--- src/rtl/bcd_to_eight_bit_binary.sv ---
// Three-digit BCD to 8-bit binary converter built from repeated addition.
// Enable restarts from any state; Done holds the result until the next Enable.
module bcd_to_eight_bit_binary (
  input  logic       clk,
  input  logic       reset,
  input  logic       Enable,
  input  logic [3:0] BCDDigitHundreds,
  input  logic [3:0] BCDDigitTens,
  input  logic [3:0] BCDDigitOnes,
  output logic [7:0] BinaryOutput,
  output logic       Done,
  output logic       Busy,
  output logic       Error,
  output logic       Overflow
);

  typedef enum logic [2:0] {IDLE, HUND, TENS, ONES, FINISH} state_t;

  // Handshake: a high Enable sampled on a rising edge starts a conversion and
  // clears Done; Done rises on the FINISH edge and stays high until the next Enable.
  state_t     state, state_next;
  logic [3:0] hcnt, tcnt, ones;
  logic [9:0] acc;
  logic       digit_bad;

  assign digit_bad = (BCDDigitHundreds > 4'd9) || (BCDDigitTens > 4'd9) ||
                     (BCDDigitOnes > 4'd9);

  always_ff @(posedge clk or posedge reset) begin
    if (reset) state <= IDLE;
    else       state <= state_next;
  end

  always_comb begin
    state_next = state;
    Busy       = (state != IDLE);
    if (Enable) begin
      state_next = digit_bad ? FINISH : HUND;
    end else begin
      case (state)
        HUND:    if (hcnt == 4'd0) state_next = TENS;
        TENS:    if (tcnt == 4'd0) state_next = ONES;
        ONES:    state_next = FINISH;
        FINISH:  state_next = IDLE;
        default: state_next = IDLE;
      endcase
    end
  end

  always_ff @(posedge clk or posedge reset) begin
    if (reset) begin
      hcnt         <= 4'd0;
      tcnt         <= 4'd0;
      ones         <= 4'd0;
      acc          <= 10'd0;
      BinaryOutput <= 8'd0;
      Done         <= 1'b0;
      Error        <= 1'b0;
      Overflow     <= 1'b0;
    end else if (Enable) begin
      hcnt         <= BCDDigitHundreds;
      tcnt         <= BCDDigitTens;
      ones         <= BCDDigitOnes;
      acc          <= 10'd0;
      BinaryOutput <= 8'd0;
      Done         <= 1'b0;
      Error        <= digit_bad;
      Overflow     <= 1'b0;
    end else begin
      case (state)
        HUND: if (hcnt != 4'd0) begin
          acc  <= acc + 10'd100;
          hcnt <= hcnt - 4'd1;
        end
        TENS: if (tcnt != 4'd0) begin
          acc  <= acc + 10'd10;
          tcnt <= tcnt - 4'd1;
        end
        ONES: acc <= acc + {6'd0, ones};
        FINISH: begin
          Done <= 1'b1;
          // Error takes priority so Error and Overflow are never both set.
          if (Error) begin
            BinaryOutput <= 8'd0;
            Overflow     <= 1'b0;
          end else if (acc > 10'd255) begin
            BinaryOutput <= 8'hFF;
            Overflow     <= 1'b1;
          end else begin
            BinaryOutput <= acc[7:0];
          end
        end
        default: ;
      endcase
    end
  end

endmodule

--- config.mk ---
export PLATFORM = sky130hd
export DESIGN_NAME = bcd_to_eight_bit_binary
export DESIGN_NICKNAME = d
export VERILOG_FILES = /design/src/rtl/bcd_to_eight_bit_binary.sv
export SDC_FILE = /design/constraint.sdc
export NUM_CORES = 1
export LEC_CHECK = 0
export CAP_MARGIN = 40
export CORE_MARGIN = 4
export CORE_UTILIZATION = 55
export CTS_CLUSTER_SIZE = 8
export DETAILED_ROUTE_END_ITERATION = 7
export GPL_TIMING_DRIVEN = 0
export PLACE_DENSITY = 0.78
export SLEW_MARGIN = 10
export SYNTH_ARGS = -nofsm -noshare
export SYNTH_HDL_FRONTEND = slang
export SYNTH_SLANG_ARGS = --single-unit
--- constraint.sdc ---
create_clock -name clk -period 2.5 [get_ports clk]
set_input_delay 0.375 -clock clk [delete_from_list [all_inputs] [get_ports clk]]
set_output_delay 0.375 -clock clk [all_outputs]
set_load 0.01 [all_outputs]
==> run summary, run 1 <==
====================================================================================================
CTS tree                                                                                       built
Commonest cells after routing, fill and taps aside                                      dfrtp_1, nand2_1, nor2_1, clkdlybuf4s50_1, o21ai_0
Achievable clock frequency                                                                   450 MHz
Main synth FF type                                                                           dfrtp_1
Area grow syn2layout                                                                           18.5%
GRT Total Usage                                                                                0.210
Number of DRC violations after detailed-routing iteration 0                                      155
Synth warn                                                                                         0
Die boundary height                                                                          71.8 um
Biggest area consumer among synthesized cells                                                dfrtp_1
Max-capacitance violation count                                                                    0
Clock Tree Root                                                                             clkbuf_8
Remaining global-route overflow                                                                    0
Multi-input gate area                                                                       1230 um2
Core Area                                                                                   3800 um2
Type of the worst min-delay path                                                             reg2reg
Worst-case register-to-register setup slack                                                  0.28 ns
Total Nets Final                                                                                 312
Worst Setup End Kind                                                                       flip-flop
Detail-routed net length per standard cell                                                   15.2 um
Count of antenna-violating nets left after detailed routing                                        0
Post-Route WL                                                                                5090 um
Final core utilization                                                                         0.699
Antenna violations before repair                                                                   0
Avg Synthesized Cell Area                                                                   8.85 um2
Sequential cell area                                                                         901 um2
Max IR drop VDD                                                                             0.306 mV
EDFF count, synth                                                                                  0
# placed instances                                                                               327
Final count of hold timing violations                                                              0
Post-route non-filler standard cell count                                                        335
N_diodes                                                                                           0
Post-Route Skew                                                                           0.00468 ns
Fraction of layout cells with a size suffix above 1                                           0.0976
First-pass GRT wire length                                                                   8590 um
Final TNS setup                                                                                 0 ns
Combinational share of power                                                                   0.162
Maximum fanout count along the critical path                                                       5
Maximum number of pins on one net before global-route repair                                      37
Setup Viol. Count Final                                                                            0
Power density relative to cell area                                                       482 nW/um2
Fin crit share                                                                                 0.888
Status                                                                                  finished clean
Layout filler cell count                                                                         333
Min Clock Period, post-route                                                                 2.22 ns
Initial core utilization                                                                       0.590
IO buf count                                                                                      26
Transition time at the pin with the least slew margin                                       0.753 ns
Most common cell after layout, fill and taps aside                                           dfrtp_1
First-pass DRT Iterations                                                                          4
Headroom to the max-slew limit                                                                 0.497
Via count                                                                                      1,968
FP Rows                                                                                           22
Longest Clk Path Bufs                                                                              2
Netlist area before placement                                                               2240 um2
Post-Synthesis Net Count                                                                         279
CTS sink cnt                                                                                      36
Switching power of the nets                                                                 0.348 mW
Post-DR vias/cell                                                                               5.87
Total of flip-flops plus latches after synthesis                                                  36
Sw frac                                                                                        0.272
Post-route DRC                                                                                     0
Clock-pin slew reported for the worst setup and hold paths after clock tree synthesis        0.07 ns
Leak Pwr                                                                                     1.11 nW
Share of Yosys cell area claimed by the top area cell type                                     0.402
Power share of the sequential group                                                            0.499
Launching element type of the critical path                                                flip-flop
Worst-Skew Late Latency                                                                      0.29 ns
Clock H-tree levels                                                                                2
Sequential element share of the synthesized area                                               0.402
Unrepaired setup endpoints after global routing                                                false
Final HPWL from detailed placement                                                           3700 um
Instance area after placement                                                               2560 um2
Number of global-route vias before repair                                                      1,821
Number of CTS-inserted buffers                                                                     5
Part of the power in the clock network                                                         0.339
Chip Width                                                                                   71.8 um
Post-synth ARST share                                                                           1.00
Internal portion of total power                                                             0.932 mW
Total I/O pin count                                                                               27
Count of different cell masters after synthesis                                                   57
Critical Setup Path Class                                                                    reg2reg
Cell types occupying the most area after synthesis                                      dfrtp_1, ha_1, o21ai_0, nand2_1, nor2_1
Worst EP required                                                                            2.68 ns
Number of hold buffers added after cts                                                             0
Count of mapped cells out of synthesis                                                           253
Max-slew violations                                                                                0
Number of buffers inserted by post-CTS setup repair                                                0
Post-CTS resize count                                                                              0
Area enclosed by the die boundary                                                           5160 um2
Data arrival, critical path                                                                  2.40 ns
Final Instance Area                                                                         2650 um2
Final estimated routing congestion in global placement                                         0.880
====================================================================================================
==> power by group through the flow <==
| stage | Combinational [mW] | Clock (mW) | Sequential (mW) |
|---|---|---|---|
| after floorplan | 0.138 | 0 | 0.645 |
| after global placement | 0.203 | 0 | 0.648 |
| after detailed placement | 0.207 | 0 | 0.650 |
| after CTS | 0.208 | 0.440 | 0.639 |
| after global routing | 0.234 | 0.467 | 0.644 |
| final | 0.208 | 0.434 | 0.639 |
==> final timing paths <==
path                                      start         endpoint  depth (start not counted)
worst min-delay path            BinaryOutput[2]  BinaryOutput[2]                          2
worst min register to register  BinaryOutput[2]  BinaryOutput[2]                          2
worst max-delay path                     acc[0]           acc[8]                          7
worst max register to register           acc[0]           acc[8]                          7
max in group asynchronous                 reset          ones[3]                          2
min in group asynchronous                 reset          hcnt[1]                          2
==> kinds of logic (layout without fill, tap and decap cells) <==
group | count (synthesis) | in the layout | share of synthesized area
and+or+nand+nor | 91 | 91 | 0.199
AOI/OAI and AO/OA | 75 | 75 | 0.220
DFF | 36 | 36 | 0.402
buffers and inverters | 25 | 59 | 0.0475
adders and majority gates | 11 | 11 | 0.0648
xor gates and xnor gates | 8 | 8 | 0.0313
muxes | 7 | 7 | 0.0346
==> worst max-delay path, stage by stage, from the launching register on <==
cell     delay, ns
dfrtp_1       0.42
ha_1          0.23
fa_1          0.41
a21o_1        0.20
a21oi_1       0.36
or3_1         0.17
nand3_1       0.07
a32o_1        0.27
==> metal layers <==
layer  vias to the layer above  wire length, um  track usage
li1                        977                -            -
met1                       928             2310        0.288
met2                        58             2430        0.348
met3                         5              291       0.0295
met4                         0               53       0.0564
met5                         -                0            0
==> per-stage QoR <==
stage          total power, mW  worst slack, ns  hold WS, ns
2_1_floorplan            0.783            0.538        0.487
3_3_place_gp             0.851            0.314        0.463
3_5_place_dp             0.857            0.285        0.469
4_1_cts                   1.29            0.266        0.485
5_1_grt                   1.34           0.0713        0.516
6_report                  1.28            0.280        0.479
==> final cells by class <==
type / instances / area share
repair buffers: 26 / 0.0981
plain buffers: 14 / 0.0245
multi-input cells: 192 / 0.464
clock inverters: 1 / 0.00283
clock buffers: 7 / 0.0325
inverters: 11 / 0.0156
well taps: 48 / 0.0226
flip-flops and latches: 36 / 0.339
==> cells in the mapped netlist (all sizes together) (2+ instances only) <==
library cell  instances
a211oi                2
a21o                  2
a21oi                16
a22o                  2
a2bb2oi               2
a31oi                 2
a32o                  2
buf                   6
clkbuf                8
dfrtp                36
ha                   10
inv                  11
mux2                  6
nand2                33
nand3                 4
nand4                 2
nor2                 26
nor2b                 2
nor3                  4
nor3b                 4
nor4                  3
o2111ai               2
o211ai                4
o21ai                25
o221a                 2
o31ai                 2
or3                   3
or3b                  2
or4                   2
xnor2                 4
xor2                  4
==> state kept, by name (all words and copies together), names as in the netlist <==
register	count
Done	1
hcnt	4
ones	4
state	3
tcnt	4
BinaryOutput	8
Overflow	1
Error	1
acc	10
Power figures use the tool's default switching activity.
==> inputs of run 2 (changes only) <==
Settings changed: CORE_UTILIZATION 55 to 42, PLACE_DENSITY 0.78 to 0.62.
==> run 2 against run 1 <==
Effect of this change:
- clock-buffer cell count unchanged
- register-to-register slack got worse by 0.02 ns
- hold slack worse by 0.0038 ns
- via count shrank 0.36%
- largest power group unchanged
- setup slack worse by 0.018 ns
- maximum frequency decreased by 0.82%
- critical endpoint unchanged
- first-iteration DRC count increased by 9.7%
- power rose by 2.1%
- clock skew rose by 0.0051 ns
- sequential power is essentially flat
- core utilization is 18 points lower
- die area is 27% higher
==> run summary, run 2 (synthesis results as in run 1) <==
====================================================================================================
Status                                                                                  finished clean
Headroom to the max-slew limit                                                                 0.492
Detail-routed net length per standard cell                                                   15.0 um
Number of global-route vias before repair                                                      1,881
GRT Total Usage                                                                                0.179
Max-slew violations                                                                                0
Highest metal used                                                                              met4
Maximum fanout count along the critical path                                                       5
Achievable clock frequency                                                                   447 MHz
Detailed route wirelength on metal3                                                           274 um
Final HPWL from detailed placement                                                           3760 um
Type of the worst min-delay path                                                             reg2reg
Setup Viol. Count Final                                                                            0
Number of cells traversed by the worst register-to-register path                                   7
Combinational share of power                                                                   0.159
Power density relative to cell area                                                       487 nW/um2
Largest register FFs                                                                              10
Post-route non-filler standard cell count                                                        356
Hold path start                                                                         BinaryOutput[5]
Worst EP required                                                                            2.69 ns
Met1 Wirelength                                                                              2560 um
Fraction of layout cells with a size suffix above 1                                           0.0979
Highest-delay cell along the critical path                                                      fa_1
Most common cell after layout, fill and taps aside                                           dfrtp_1
Post-CTS resize count                                                                              0
Number of hold buffers added after cts                                                             0
Final count of hold timing violations                                                              0
Registers with the most flip-flops                                                      acc x10, BinaryOutput x8
Cell type group with the largest total delay on the critical path                       compound AO/OA/AOI/OAI gates
CTS tree                                                                                       built
Area grow syn2layout                                                                           19.8%
Smallest setup slack after layout                                                           0.262 ns
Maximum number of pins on one net before global-route repair                                      37
Worst path cell trace                                                                   ha_1 > fa_1 > a21o_1 > a21oi_1 > or3_1 > nand3_1 > a32o_1
Longest Clk Path Bufs                                                                              2
Worst setup slack before clock tree synthesis                                               0.266 ns
Via count                                                                                      1,961
Hold path depth                                                                                    2
Sw frac                                                                                        0.270
# placed instances                                                                               349
Worst Setup End Kind                                                                       flip-flop
FP Rows                                                                                           26
Post-Route Skew                                                                           0.00982 ns
Core Area                                                                                   5140 um2
N_diodes                                                                                           0
CP Buf/Inv Count                                                                                   0
Met2 wire length                                                                             2440 um
Number of CTS-inserted buffers                                                                     5
Max-capacitance violation count                                                                    0
Clock H-tree levels                                                                                2
Transition time at the pin with the least slew margin                                       0.761 ns
First-pass GRT wire length                                                                   9000 um
Max IR drop VDD                                                                             0.251 mV
Commonest cells after routing, fill and taps aside                                      dfrtp_1, nand2_1, nor2_1, clkdlybuf4s50_1, o21ai_0
Final estimated routing congestion in global placement                                         0.813
Final TNS setup                                                                                 0 ns
Worst-Skew Late Latency                                                                      0.29 ns
CTS sink cnt                                                                                      36
Total Nets Final                                                                                 312
Unrepaired setup endpoints after global routing                                                false
Die boundary height                                                                          81.0 um
Critical R2R Launch                                                                           acc[0]
Number of buffers inserted by post-CTS setup repair                                                0
Initial core utilization                                                                       0.436
Total I/O pin count                                                                               27
Remaining global-route overflow                                                                    0
IO buf count                                                                                      26
Final worst hold slack                                                                      0.475 ns
Post-DR vias/cell                                                                               5.51
Internal portion of total power                                                             0.954 mW
Largest stage delay on the critical path                                                     0.42 ns
Antenna violations before repair                                                                   0
Final core utilization                                                                         0.522
Data arrival, critical path                                                                  2.43 ns
Register with the most flip-flops                                                                acc
Launching element type of the critical path                                                flip-flop
Clock-pin slew reported for the worst setup and hold paths after clock tree synthesis        0.08 ns
Part of the power in the clock network                                                         0.353
Total power consumption of the routed design                                                 1.31 mW
Hold EP                                                                                 BinaryOutput[5]
Min Clock Period, post-route                                                                 2.24 ns
Critical Setup Path Class                                                                    reg2reg
Number of DRC violations after detailed-routing iteration 0                                      170
Post-Route WL                                                                                5340 um
Endpoint of the most critical register-to-register path                                       acc[8]
First-pass DRT Iterations                                                                          4
Instance area after placement                                                               2590 um2
Area enclosed by the die boundary                                                           6570 um2
Worst-case register-to-register setup slack                                                  0.26 ns
Post-route DRC                                                                                     0
Chip Width                                                                                   81.0 um
Clock Tree Root                                                                             clkbuf_8
Leak Pwr                                                                                     1.11 nW
Power share of the sequential group                                                            0.489
Count of antenna-violating nets left after detailed routing                                        0
Fin crit share                                                                                 0.895
Switching power of the nets                                                                 0.353 mW
Final Instance Area                                                                         2680 um2
====================================================================================================
-- run 2: cell count changes in the layout (fill, tap and decap cells not counted), sizes merged --
cell / before / now
clkinvlp: 1 / 0
-- run 2: how the worst max path moves through the flow --
| stage | startpoint | to | slack [ns] | depth (start not counted) |
|---|---|---|---|---|
| 4_1_cts | acc[0] | acc[8] | 0.24 | 7 |
| 2_1_floorplan | acc[0] | acc[8] | 0.54 | 7 |
| 3_5_place_dp | acc[0] | acc[8] | 0.27 | 7 |
| 6_report | acc[0] | acc[8] | 0.26 | 7 |
| 5_1_grt | acc[0] | acc[8] | 0.08 | 7 |
| 3_3_place_gp | ones[0] | acc[8] | 0.29 | 7 |
-- run 2: cell type report --
| class | instances | area [um2] |
|---|---|---|
| timing repair buffer | 26 | 260 |
| buffer | 14 | 65.1 |
| inverter | 11 | 41.3 |
| tap | 70 | 87.6 |
| clock buffer | 7 | 96.3 |
| multi-input combinational | 192 | 1230 |
| sequential | 36 | 901 |
| fill | 520 | 2460 |
-- run 2: per-layer routing --
metal,vias to the layer above,global-route usage
met3,6,0.0399
met5,-,0
met4,0,0.0608
met2,57,0.278
li1,974,-
met1,924,0.245
-- run 2: worst register-to-register path, cell delays in order, from the launching register on --
cell and delay (ns):
dfrtp_1 0.41, ha_1 0.23, fa_1 0.42, a21o_1 0.19, a21oi_1 0.37, or3_1 0.17, nand3_1 0.06, a32o_1 0.27
-- run 2: power by group through the flow --
stage	combinational, mW	sequential (mW)	clock [mW]
floorplan	0.138	0.645	0
global placement	0.205	0.650	0
detailed placement	0.207	0.650	0
CTS	0.209	0.638	0.467
global route	0.234	0.643	0.495
finish	0.207	0.639	0.461
==> inputs of run 3 (changes only) <==
Settings changed: ABC_CLOCK_PERIOD_IN_PS from default to 2500, RECOVER_POWER from default to 100.
==> run 3 against run 2 <==
Effect of this change:
- maximum frequency is 2.9% lower
- register-to-register slack barely moved
- clock power barely moved
- clock skew is essentially flat
- final area down 0.37%
- sequential power hardly changed
- setup slack got worse by 0.067 ns
- clock-buffer cell count did not move
- via count grew 0.20%
- critical endpoint is now Busy
==> run summary, run 3 (synthesis results as in run 1) <==
====================================================================================================
Worst-Skew Late Latency                                                                      0.29 ns
Number of buffers inserted by post-CTS setup repair                                                0
Smallest setup slack after layout                                                           0.195 ns
Launching element type of the critical path                                                flip-flop
Post-DR vias/cell                                                                               5.52
First-pass GRT wire length                                                                   9000 um
Total Nets Final                                                                                 312
Clock-pin slew reported for the worst setup and hold paths after clock tree synthesis        0.07 ns
Area enclosed by the die boundary                                                           6570 um2
Type of the worst min-delay path                                                             reg2reg
Longest Clk Path Bufs                                                                              2
Unrepaired setup endpoints after global routing                                                false
Core Area                                                                                   5140 um2
Power share of the sequential group                                                            0.489
Count of antenna-violating nets left after detailed routing                                        0
Combinational share of power                                                                   0.156
Data arrival, critical path                                                                  1.93 ns
Max IR drop VDD                                                                             0.251 mV
Worst setup slack before clock tree synthesis                                               0.266 ns
Maximum fanout count along the critical path                                                      10
N_diodes                                                                                           0
Internal portion of total power                                                             0.950 mW
Final estimated routing congestion in global placement                                         0.813
Sw frac                                                                                        0.271
Switching power of the nets                                                                 0.353 mW
Headroom to the max-slew limit                                                                0.0779
Achievable clock frequency                                                                   434 MHz
FP Rows                                                                                           26
CTS tree                                                                                       built
GRT Total Usage                                                                                0.179
Post-route non-filler standard cell count                                                        356
Die boundary height                                                                          81.0 um
Final HPWL from detailed placement                                                           3760 um
Maximum number of pins on one net before global-route repair                                      37
Min Clock Period, post-route                                                                 2.30 ns
First-pass DRT Iterations                                                                          4
Leak Pwr                                                                                     1.14 nW
Cell type group with the largest total delay on the critical path                       buffers and inverters
Worst EP required                                                                            2.12 ns
Post-route DRC                                                                                     0
Critical Setup Path Class                                                                    reg2out
Clock H-tree levels                                                                                2
Hold path start                                                                         BinaryOutput[5]
Detail-routed net length per standard cell                                                   14.8 um
Highest-delay cell along the critical path                                              dlygate4sd3_1
Number of DRC violations after detailed-routing iteration 0                                      178
Antenna violations before repair                                                                   0
Most common cell after layout, fill and taps aside                                           dfrtp_1
Fraction of layout cells with a size suffix above 1                                           0.0804
Chip Width                                                                                   81.0 um
Commonest cells after routing, fill and taps aside                                      dfrtp_1, nand2_1, nor2_1
Post-CTS resize count                                                                              0
Initial core utilization                                                                       0.436
Final core utilization                                                                         0.520
Number of global-route vias before repair                                                      1,881
Number of hold buffers added after cts                                                             0
Largest stage delay on the critical path                                                     0.62 ns
Via count                                                                                      1,965
Post-Route Skew                                                                            0.0102 ns
Register with the most flip-flops                                                                acc
Power density relative to cell area                                                       488 nW/um2
Post-Route WL                                                                                5270 um
Final count of hold timing violations                                                              0
Worst Setup End Kind                                                                     output port
CTS sink cnt                                                                                      36
Total I/O pin count                                                                               27
Total power consumption of the routed design                                                 1.30 mW
CP Buf/Inv Count                                                                                   2
Critical R2R Launch                                                                         state[1]
Area grow syn2layout                                                                           19.4%
Largest register FFs                                                                              10
Instance area after placement                                                               2590 um2
Setup Viol. Count Final                                                                            0
Clock Tree Root                                                                             clkbuf_8
Max-slew violations                                                                                0
Max-capacitance violation count                                                                    0
Transition time at the pin with the least slew margin                                        1.38 ns
Part of the power in the clock network                                                         0.356
Registers with the most flip-flops                                                      acc x10, BinaryOutput x8
Final worst hold slack                                                                      0.471 ns
IO buf count                                                                                      26
# placed instances                                                                               349
Worst path cell trace                                                                   clkbuf_1 > or3_1 > dlygate4sd3_1
Status                                                                                  finished clean
Final Instance Area                                                                         2670 um2
Final TNS setup                                                                                 0 ns
Number of CTS-inserted buffers                                                                     5
Remaining global-route overflow                                                                    0
Fin crit share                                                                                 0.922
CP startpoint                                                                               state[0]
====================================================================================================
## run 3: area by class of cell
| class | count | area [um2] |
|---|---|---|
| fillers | 525 | 2470 |
| multi-input cells | 192 | 1220 |
| flip-flops and latches | 36 | 901 |
| repair buffers | 26 | 260 |
| clock buffers | 7 | 96.3 |
| well taps | 70 | 87.6 |
| plain buffers | 14 | 62.6 |
| inverters | 11 | 41.3 |
## run 3: final timing paths
kind / endpoint / slack (ns) / cells after the start
min: BinaryOutput[5] / 0.47 / 2
max reg2reg: tcnt[3] / 0.25 / 6
min reg2reg: BinaryOutput[5] / 0.47 / 2
max: Busy / 0.20 / 3
max in group asynchronous: acc[7] / 0.76 / 2
min in group asynchronous: acc[9] / 0.92 / 2
## run 3: worst reg2reg max path, stage by stage, from the launching register on
cell	delay [ns]
dfrtp_1	0.32
clkbuf_1	0.33
nor3b_2	0.54
nand2_1	0.22
nor4_1	0.33
xor2_1	0.12
mux2_2	0.28
## run 3: layer usage
layer / part of all wire / GRT usage
met5: 0 / 0
met4: 0.0083 / 0.0608
met1: 0.47 / 0.245
met3: 0.060 / 0.0399
met2: 0.46 / 0.278
## run 3: power by group through the flow
stage          clock, mW  sequential, mW  combinational (mW)
2_1_floorplan          0           0.645               0.138
3_3_place_gp           0           0.650               0.205
3_5_place_dp           0           0.650               0.207
4_1_cts            0.467           0.638               0.209
5_1_grt            0.495           0.642               0.230
6_report           0.464           0.637               0.203
